`config.mk`:
```
export PLATFORM = sky130hd
export DESIGN_NAME = timer_regs
export DESIGN_NICKNAME = d
export VERILOG_FILES = /design/src/rtl/timer_regs.sv
export SDC_FILE = /design/constraint.sdc
export NUM_CORES = 1
export LEC_CHECK = 0
export ABC_AREA = 1
export CAP_MARGIN = 20
export CORE_UTILIZATION = 43
export DETAILED_ROUTE_END_ITERATION = 16
export PLACE_DENSITY = 0.89
export SLEW_MARGIN = 40
export SYNTH_ARGS = -nofsm -noshare
export SYNTH_HDL_FRONTEND = slang
export SYNTH_SLANG_ARGS = --single-unit
```
`constraint.sdc`:
```
create_clock -name pclk -period 1.5 [get_ports pclk]
set_input_delay 0.225 -clock pclk [delete_from_list [all_inputs] [get_ports pclk]]
set_output_delay 0.225 -clock pclk [all_outputs]
set_load 0.02 [all_outputs]
```
`src/rtl/timer_regs.sv`:
```
// rtl/timer_regs.sv - APB3 register block for the 8-bit timer (TDR/TCR/TSR, reconf strobe, flags, irq)
module timer_regs (
    input  logic       pclk,
    input  logic       preset_n,
    input  logic       psel,
    input  logic       penable,
    input  logic       pwrite,
    input  logic [7:0] paddr,
    input  logic [7:0] pwdata,
    output logic [7:0] prdata,
    output logic       pready,
    output logic       pslverr,
    input  logic [7:0] cnt,
    output logic [7:0] tdr,
    output logic       en,
    output logic       load,
    output logic       updown,
    output logic [1:0] cks,
    output logic       tcr_reconf,
    output logic       irq
);

    localparam logic [7:0] ADDR_TDR = 8'h00;
    localparam logic [7:0] ADDR_TCR = 8'h01;
    localparam logic [7:0] ADDR_TSR = 8'h02;
    localparam logic [7:0] TCR_MASK = 8'hB7;

    typedef enum logic [1:0] {
        ST_IDLE,
        ST_WAIT,
        ST_ACK
    } state_t;

    state_t     state_q, state_d;
    logic [7:0] tdr_q, tdr_d;
    logic [7:0] tcr_q, tcr_d;
    logic       ovf_q, ovf_d;
    logic       udf_q, udf_d;
    logic       tcr_reconf_q, tcr_reconf_d;
    logic       reconf_dly_q, reconf_dly_d;
    logic [7:0] cnt_dly_q, cnt_dly_d;

    logic ack;
    logic wr_commit;
    logic ovf_set;
    logic udf_set;
    logic mapped;

    assign ack       = (state_q == ST_ACK);
    assign wr_commit = ack & pwrite;
    assign mapped    = (paddr == ADDR_TDR) | (paddr == ADDR_TCR) | (paddr == ADDR_TSR);

    // A wrap seen right after a reconfiguration is the counter jumping, not counting.
    assign ovf_set = (cnt_dly_q == 8'hFF) & (cnt == 8'h00) & ~tcr_q[5] & tcr_q[4] & ~reconf_dly_q;
    assign udf_set = (cnt_dly_q == 8'h00) & (cnt == 8'hFF) &  tcr_q[5] & tcr_q[4] & ~reconf_dly_q;

    always_comb begin
        state_d      = state_q;
        tdr_d        = tdr_q;
        tcr_d        = tcr_q;
        tcr_reconf_d = 1'b0;
        reconf_dly_d = tcr_reconf_q;
        cnt_dly_d    = cnt;
        case (state_q)
            ST_IDLE: if (psel && !penable) state_d = ST_WAIT;
            ST_WAIT: state_d = (psel && penable) ? ST_ACK : ST_IDLE;
            default: state_d = ST_IDLE;
        endcase
        if (wr_commit && paddr == ADDR_TDR) tdr_d = pwdata;
        if (wr_commit && paddr == ADDR_TCR) begin
            tcr_d        = pwdata & TCR_MASK;
            tcr_reconf_d = 1'b1;
        end
        // Set beats a simultaneous write-one-to-clear.
        ovf_d = ovf_set | (ovf_q & ~(wr_commit && paddr == ADDR_TSR && pwdata[0]));
        udf_d = udf_set | (udf_q & ~(wr_commit && paddr == ADDR_TSR && pwdata[1]));
    end

    always_ff @(posedge pclk or negedge preset_n) begin
        if (!preset_n) begin
            state_q      <= ST_IDLE;
            tdr_q        <= 8'h00;
            tcr_q        <= 8'h00;
            ovf_q        <= 1'b0;
            udf_q        <= 1'b0;
            tcr_reconf_q <= 1'b0;
            reconf_dly_q <= 1'b1;
            cnt_dly_q    <= 8'h00;
        end else begin
            state_q      <= state_d;
            tdr_q        <= tdr_d;
            tcr_q        <= tcr_d;
            ovf_q        <= ovf_d;
            udf_q        <= udf_d;
            tcr_reconf_q <= tcr_reconf_d;
            reconf_dly_q <= reconf_dly_d;
            cnt_dly_q    <= cnt_dly_d;
        end
    end

    always_comb begin
        prdata = 8'h00;
        if (ack) begin
            case (paddr)
                ADDR_TDR: prdata = tdr_q;
                ADDR_TCR: prdata = tcr_q;
                ADDR_TSR: prdata = {6'b0, udf_q, ovf_q};
                default:  prdata = 8'h00;
            endcase
        end
    end

    assign pready     = ack;
    assign pslverr    = ack & ~mapped;
    assign tdr        = tdr_q;
    assign en         = tcr_q[4];
    assign load       = tcr_q[7];
    assign updown     = tcr_q[5];
    assign cks        = tcr_q[1:0];
    assign tcr_reconf = tcr_reconf_q;
    assign irq        = tcr_q[2] & (ovf_q | udf_q);

endmodule

```
==> flow_summary.toml, run 1 <==
[final_layout]
final_area_um2 = 2170
antennaDiodeCount = 0
drive_above_1_share = 0.321
nNetsFinal = 279
areaGrowthSynthToFinish_pct = 53.9

[placement]
dpl_cell_area_um2 = 2100
dp_hpwl_um = 2700
routabilityCongestion = 0.818
port_buffers = 53
pre_cts_ws_ns = -0.732

[critical_path]
reg2reg_depth = 9
cp-end-kind = "output port"
crit_start = "state_q[0]"
crit_fanout = 5
worstReg2RegEnd = "udf_q"
r2r_start = "state_q[0]"
r2r_setup_slack_ns = 0.13
crit_slowest_cell = "dfrtp_1"
crit_chain = "inv_2, nand2_4, buf_6, a21oi_2, buf_4"
worstSetupPathType = "flip-flop to output port"
endpoint = "prdata[4]"
crit_arrival_ns = 1.27
worstPathRequired_ns = 1.27
critPathLaunchType = "flip-flop"
cpPeakStageDelay_ns = 0.41

[run]
cap_violations = 0

[die]
dieWidth_um = 59.3
design.core.area_um2 = 3080
die_area_um2 = 3520
rows = 20
start_util = 0.459
io-pin-count = 54
floorplan.die.height_um = 59.3

[timing]
finalSetupViolCount = 0
rsz0062_at_grt = "true"
worst_slew_pin_slew_ns = 0.322
relSlewSlack = 0.785
hold_viol_final = 0
fin_skew_ns = 0.00436
fin_crit_sh = 0.995
setup_ws_ns = 0.00738
fin_crit_ns = 1.49
fmax_mhz = 670
slew_viol_final = 0

[yosys]
ys_ff_latch = 28
synth_top_cell_by_area = "dfrtp_1"
syn_area_per_cell_um2 = 8.21
synth_area_leaders = "dfrtp_1 (48%), nand2_1 (12%), nand3_1 (11%), nor2_1 (4.8%), inv_1 (4.5%)"
synth_warnings = 0
yosysUniqueCellTypes = 21
synthCells = 172
syn-num-nets = 201
yosys.area.top_type_share = 0.478
synth_area_um2 = 1410
ys_seq_area_frac = 0.497

[cts]
clockRootBuffer = "clkbuf_4"
clkTransAtPathRegs_ns = 0.14
cts_sinks = 28
htree_num_levels = 1
cts_tree = "built"
cts_hold_buf = 0
cts_inserted_buffers = 3
worstSkewPairLatency_ns = 0.33
cts_buffer_depth = 2

[power]
leakage_uw = 0.00118
total_power_uw = 1440
vdd_ir_drop_max_uv = 646
p_per_area_nw_per_um2 = 661

[grt]
grt_max_degree = 17
antenna_found_initial = 0
grt_usage = 0.243
grt_pass1_vias = 1381
grt_first_pass_wirelength_um = 6130
grt_overflow_total = 0

[detailed_routing]
avgViaCountPerCell = 4.98
drc = 0
dr.pass1.iters = 5
drt_wl_total_um = 3790
routed-via-count = 1460
drt_iter0_drc = 70
wire_per_inst_um = 12.9
drtAntennaViolNets = 0

[hold_path]
holdCritPathClass = "input port to async pin"

[outcome]
outcome = "complete, no violations"
cells in the mapped netlist (all sizes together):
library cell,n
dfrtp,27
dfstp,1
buf,4
nand2,54
o21a,1
nand3,32
a21oi,4
nor4,1
nor3,3
inv,18
nor2,23
nand4,4
final cells by class:
| cell class | count | area [µm²] |
|---|---|---|
| clock inverter | 1 | 30.0 |
| timing repair buffer | 77 | 647 |
| sequential | 28 | 702 |
| tap | 44 | 55.1 |
| inverter | 18 | 70.1 |
| multi-input combinational | 122 | 648 |
| fill | 245 | 903 |
| clock buffer | 3 | 22.5 |
layout by cell type, fill, tap and decap left out:
cell and count:
nand2_1 44, nand3_1 31, dfrtp_1 27, buf_4 26
clkdlybuf4s50_1 20, dlygate4sd2_1 14, nor2_1 13, inv_1 12
clkbuf_2 8, nand2_2 7, buf_6 7, nor2_2 6
inv_2 5, a21oi_2 4, nand4_1 4, nand2_4 3
nor2_4 3, clkbuf_4 3, nor3_1 2, buf_2 2
inv_4 1, nand3_2 1, nor3_4 1, nor2_8 1
o21a_1 1, nor4_1 1, bufinv_16 1, dfstp_2 1
per-stage QoR:
stage / setup TNS (ns) / cells / hold WS [ns] / util
floorplan: 0 / 172 / -0.0706 / -
global placement: -8.75 / 284 / 0.375 / 0.683
detailed placement: -9.73 / 284 / 0.370 / 0.683
CTS: 0 / 293 / 0.131 / 0.709
global route: -0.315 / 293 / 0.128 / 0.707
finish: 0 / 293 / 0.133 / 0.707
routing by layer:
metal  wire [µm]  part of all wire  global-route usage
met1        1580              0.42               0.290
met2        1900              0.50               0.422
met3         232             0.061              0.0371
met4          84             0.022               0.126
met5           0                 0                   0
cells by family after synthesis:
family,share of synthesized area
AND/OR/NAND/NOR,0.404
flip-flops,0.497
buffers and inverters,0.0744
AO/OA/AOI/OAI,0.0248
power by group:
group | internal [µW] | switching (µW)
clock network | 270 | 214
registers | 770 | 8.46
logic | 89.3 | 84.2
flip-flops by register name (all words and copies together) (netlist names):
| name | cells |
|---|---|
| cnt_dly_q | 8 |
| ovf_q | 1 |
| reconf_dly_q | 1 |
| state_q | 2 |
| tcr_q | 6 |
| tcr_reconf | 1 |
| tdr | 8 |
| udf_q | 1 |
critical path: cells and delay by family, from the launching register on:
kind	cells	cell delay [ns]
DFF	1	0.41
buffers and inverters	3	0.36
AOI/OAI and AO/OA	1	0.11
and+or+nand+nor	1	0.06
worst min-delay path by stage:
stage / from / end / slack (ns)
6_report: preset_n / cnt_dly_q[4] / 0.13
4_1_cts: preset_n / cnt_dly_q[4] / 0.13
2_1_floorplan: preset_n / cnt_dly_q[0] / -0.07
5_1_grt: preset_n / cnt_dly_q[4] / 0.13
3_5_place_dp: tcr_reconf / reconf_dly_q / 0.37
3_3_place_gp: tcr_reconf / reconf_dly_q / 0.38
repair_timing:
| action | in CTS | in global routing |
|---|---|---|
| pin swaps | 9 | 10 |
| hold endpoints to repair | 0 | 0 |
| gates resized for setup | 99 | 20 |
| setup endpoints to repair | 25 | 11 |
| buffers inserted | 5 | 0 |
Power figures use the tool's default switching activity.
==> inputs of run 2 (changes only) <==
Settings changed: CTS_CLUSTER_SIZE from default to 16.
==> results of run 2 <==
No change in the layout: final DEF, timing and power equal those of run 1.
==> inputs of run 3 (changes only) <==
Settings changed: ABC_CLOCK_PERIOD_IN_PS from default to 1500, CORE_UTILIZATION 43 to 46, CTS_CLUSTER_SIZE 16 to 10, DONT_BUFFER_PORTS from default to 1, PLACE_DENSITY 0.89 to 0.71.
==> flow_summary.toml, run 3 (synthesized netlist as in run 1, its figures left out) <==
[outcome]
outcome = "finished with violations"
violations = "DRC"

[critical_path]
crit_slowest_cell = "dfrtp_1"
crit_chain = "inv_2, nand2_4, inv_4, nand2_2, nor2_1, buf_4"
cpPeakStageDelay_ns = 0.42
cp-end-kind = "output port"
worstPathRequired_ns = 1.27
critPathLaunchType = "flip-flop"
crit_arrival_ns = 1.27
crit_fanout = 6
worstSetupPathType = "flip-flop to output port"

[placement]
dp.cells = 208
dp_hpwl_um = 2230
routabilityCongestion = 0.880
port_buffers = 0
pre_cts_ws_ns = 0.0959

[cts]
cts_buffer_depth = 2
cts_sinks = 28
htree_num_levels = 1
cts_inserted_buffers = 3
worstSkewPairLatency_ns = 0.32
clockRootBuffer = "clkbuf_4"
clkTransAtPathRegs_ns = 0.15
cts_tree = "built"

[timing]
relSlewSlack = 0.814
hold_viol_final = 0
setup_ws_ns = 0.00434
setup_tns_ns = 0
rsz0062_at_grt = "true"
finalSetupViolCount = 0
slew_viol_final = 0
worst_slew_pin_slew_ns = 0.279
fin_skew_ns = 0.0110
fin_crit_sh = 0.997
fin_crit_ns = 1.50
fmax_mhz = 669

[detailed_routing]
routed-via-count = 1239
drc = 6
drt_wl_total_um = 2970
dr.pass1.iters = 10
drt_iter0_drc = 46
drtAntennaViolNets = 0
wire_per_inst_um = 13.0
avgViaCountPerCell = 5.41

[final_layout]
drive_above_1_share = 0.253
antennaDiodeCount = 0
areaGrowthSynthToFinish_pct = 22.1
mostFrequentLayoutCells = "nand2_1 (44), nand3_1 (32), dfrtp_1 (20), nor2_1 (18), inv_1 (14)"
nNetsFinal = 228
final_common_cell = "nand2_1"
fin_cells = 229

[die]
start_util = 0.499
floorplan.die.height_um = 57.4
io-pin-count = 54
rows = 19
dieWidth_um = 57.4
design.core.area_um2 = 2830
die_area_um2 = 3300

[hold_path]
holdCritPathClass = "input port to flip-flop"

[grt]
grt_max_degree = 29
grt_usage = 0.187
grt_first_pass_wirelength_um = 4840
grt_overflow_total = 0
grt_pass1_vias = 1185
antenna_found_initial = 0

[power]
leakage_uw = 0.000875
p_per_area_nw_per_um2 = 717
total_power_uw = 1240
vdd_ir_drop_max_uv = 539

[run]
cap_violations = 0
## run 3: timing repair
| action | CTS | global route |
|---|---|---|
| hold buffers | 11 | 0 |
| endpoints found under the setup margin | 7 | 16 |
| pin swaps | 3 | 5 |
| endpoints found under the hold margin | 38 | 0 |
| resized for setup | 5 | 11 |
| gates cloned | 0 | 0 |
| buffers inserted | 2 | 4 |
## run 3: power by group
group | switching [µW] | internal, µW | total (µW)
Clock | 209 | 148 | 358
Sequential | 10.1 | 770 | 780
Combinational | 54.4 | 44.9 | 99.3
## run 3: cell type report
class | instances | area (µm²)
Clock buffer | 4 | 36.3
Fill cell | 248 | 1100
Inverter | 18 | 70.1
Multi-Input combinational cell | 122 | 621
Sequential cell | 28 | 711
Tap cell | 31 | 38.8
Timing Repair Buffer | 26 | 249
## run 3: worst max-delay path: cells and delay by family (launching register included)
kind / cells / cell delay, ns
flip-flops: 1 / 0.42
buffers and inverters: 3 / 0.30
AND/OR/NAND/NOR: 3 / 0.22
## run 3: final timing paths
check / slack [ns] / to / from / depth (start not counted)
worst min register to register: 0.50 / reconf_dly_q / tcr_reconf / 0
worst max-delay path: 0.004 / prdata[6] / state_q[0] / 6
worst min-delay path: 0.01 / state_q[1] / psel / 2
max in group asynchronous: 0.95 / reconf_dly_q / preset_n / 2
worst max register to register: 0.09 / tcr_q[1] / state_q[0] / 8
min in group asynchronous: 0.31 / tcr_q[4] / preset_n / 2
## run 3: metal layers
| layer | vias to the layer above | GRT usage | part of all wire |
|---|---|---|---|
| met3 | 4 | 0.0544 | 0.093 |
| met5 | - | 0 | 0 |
| met1 | 583 | 0.214 | 0.40 |
| met4 | 0 | 0.0767 | 0.0064 |
| li1 | 601 | - | - |
| met2 | 51 | 0.324 | 0.50 |
## run 3: metrics by stage
step / hold WS (ns) / area [µm²] / util
5_1_grt: 0.000169 / 1730 / 0.610
3_3_place_gp: -0.0699 / 1480 / 0.524
4_1_cts: 0.0146 / 1660 / 0.586
2_1_floorplan: -0.0706 / 1410 / -
3_5_place_dp: -0.0700 / 1480 / 0.524
6_report: 0.0146 / 1730 / 0.610
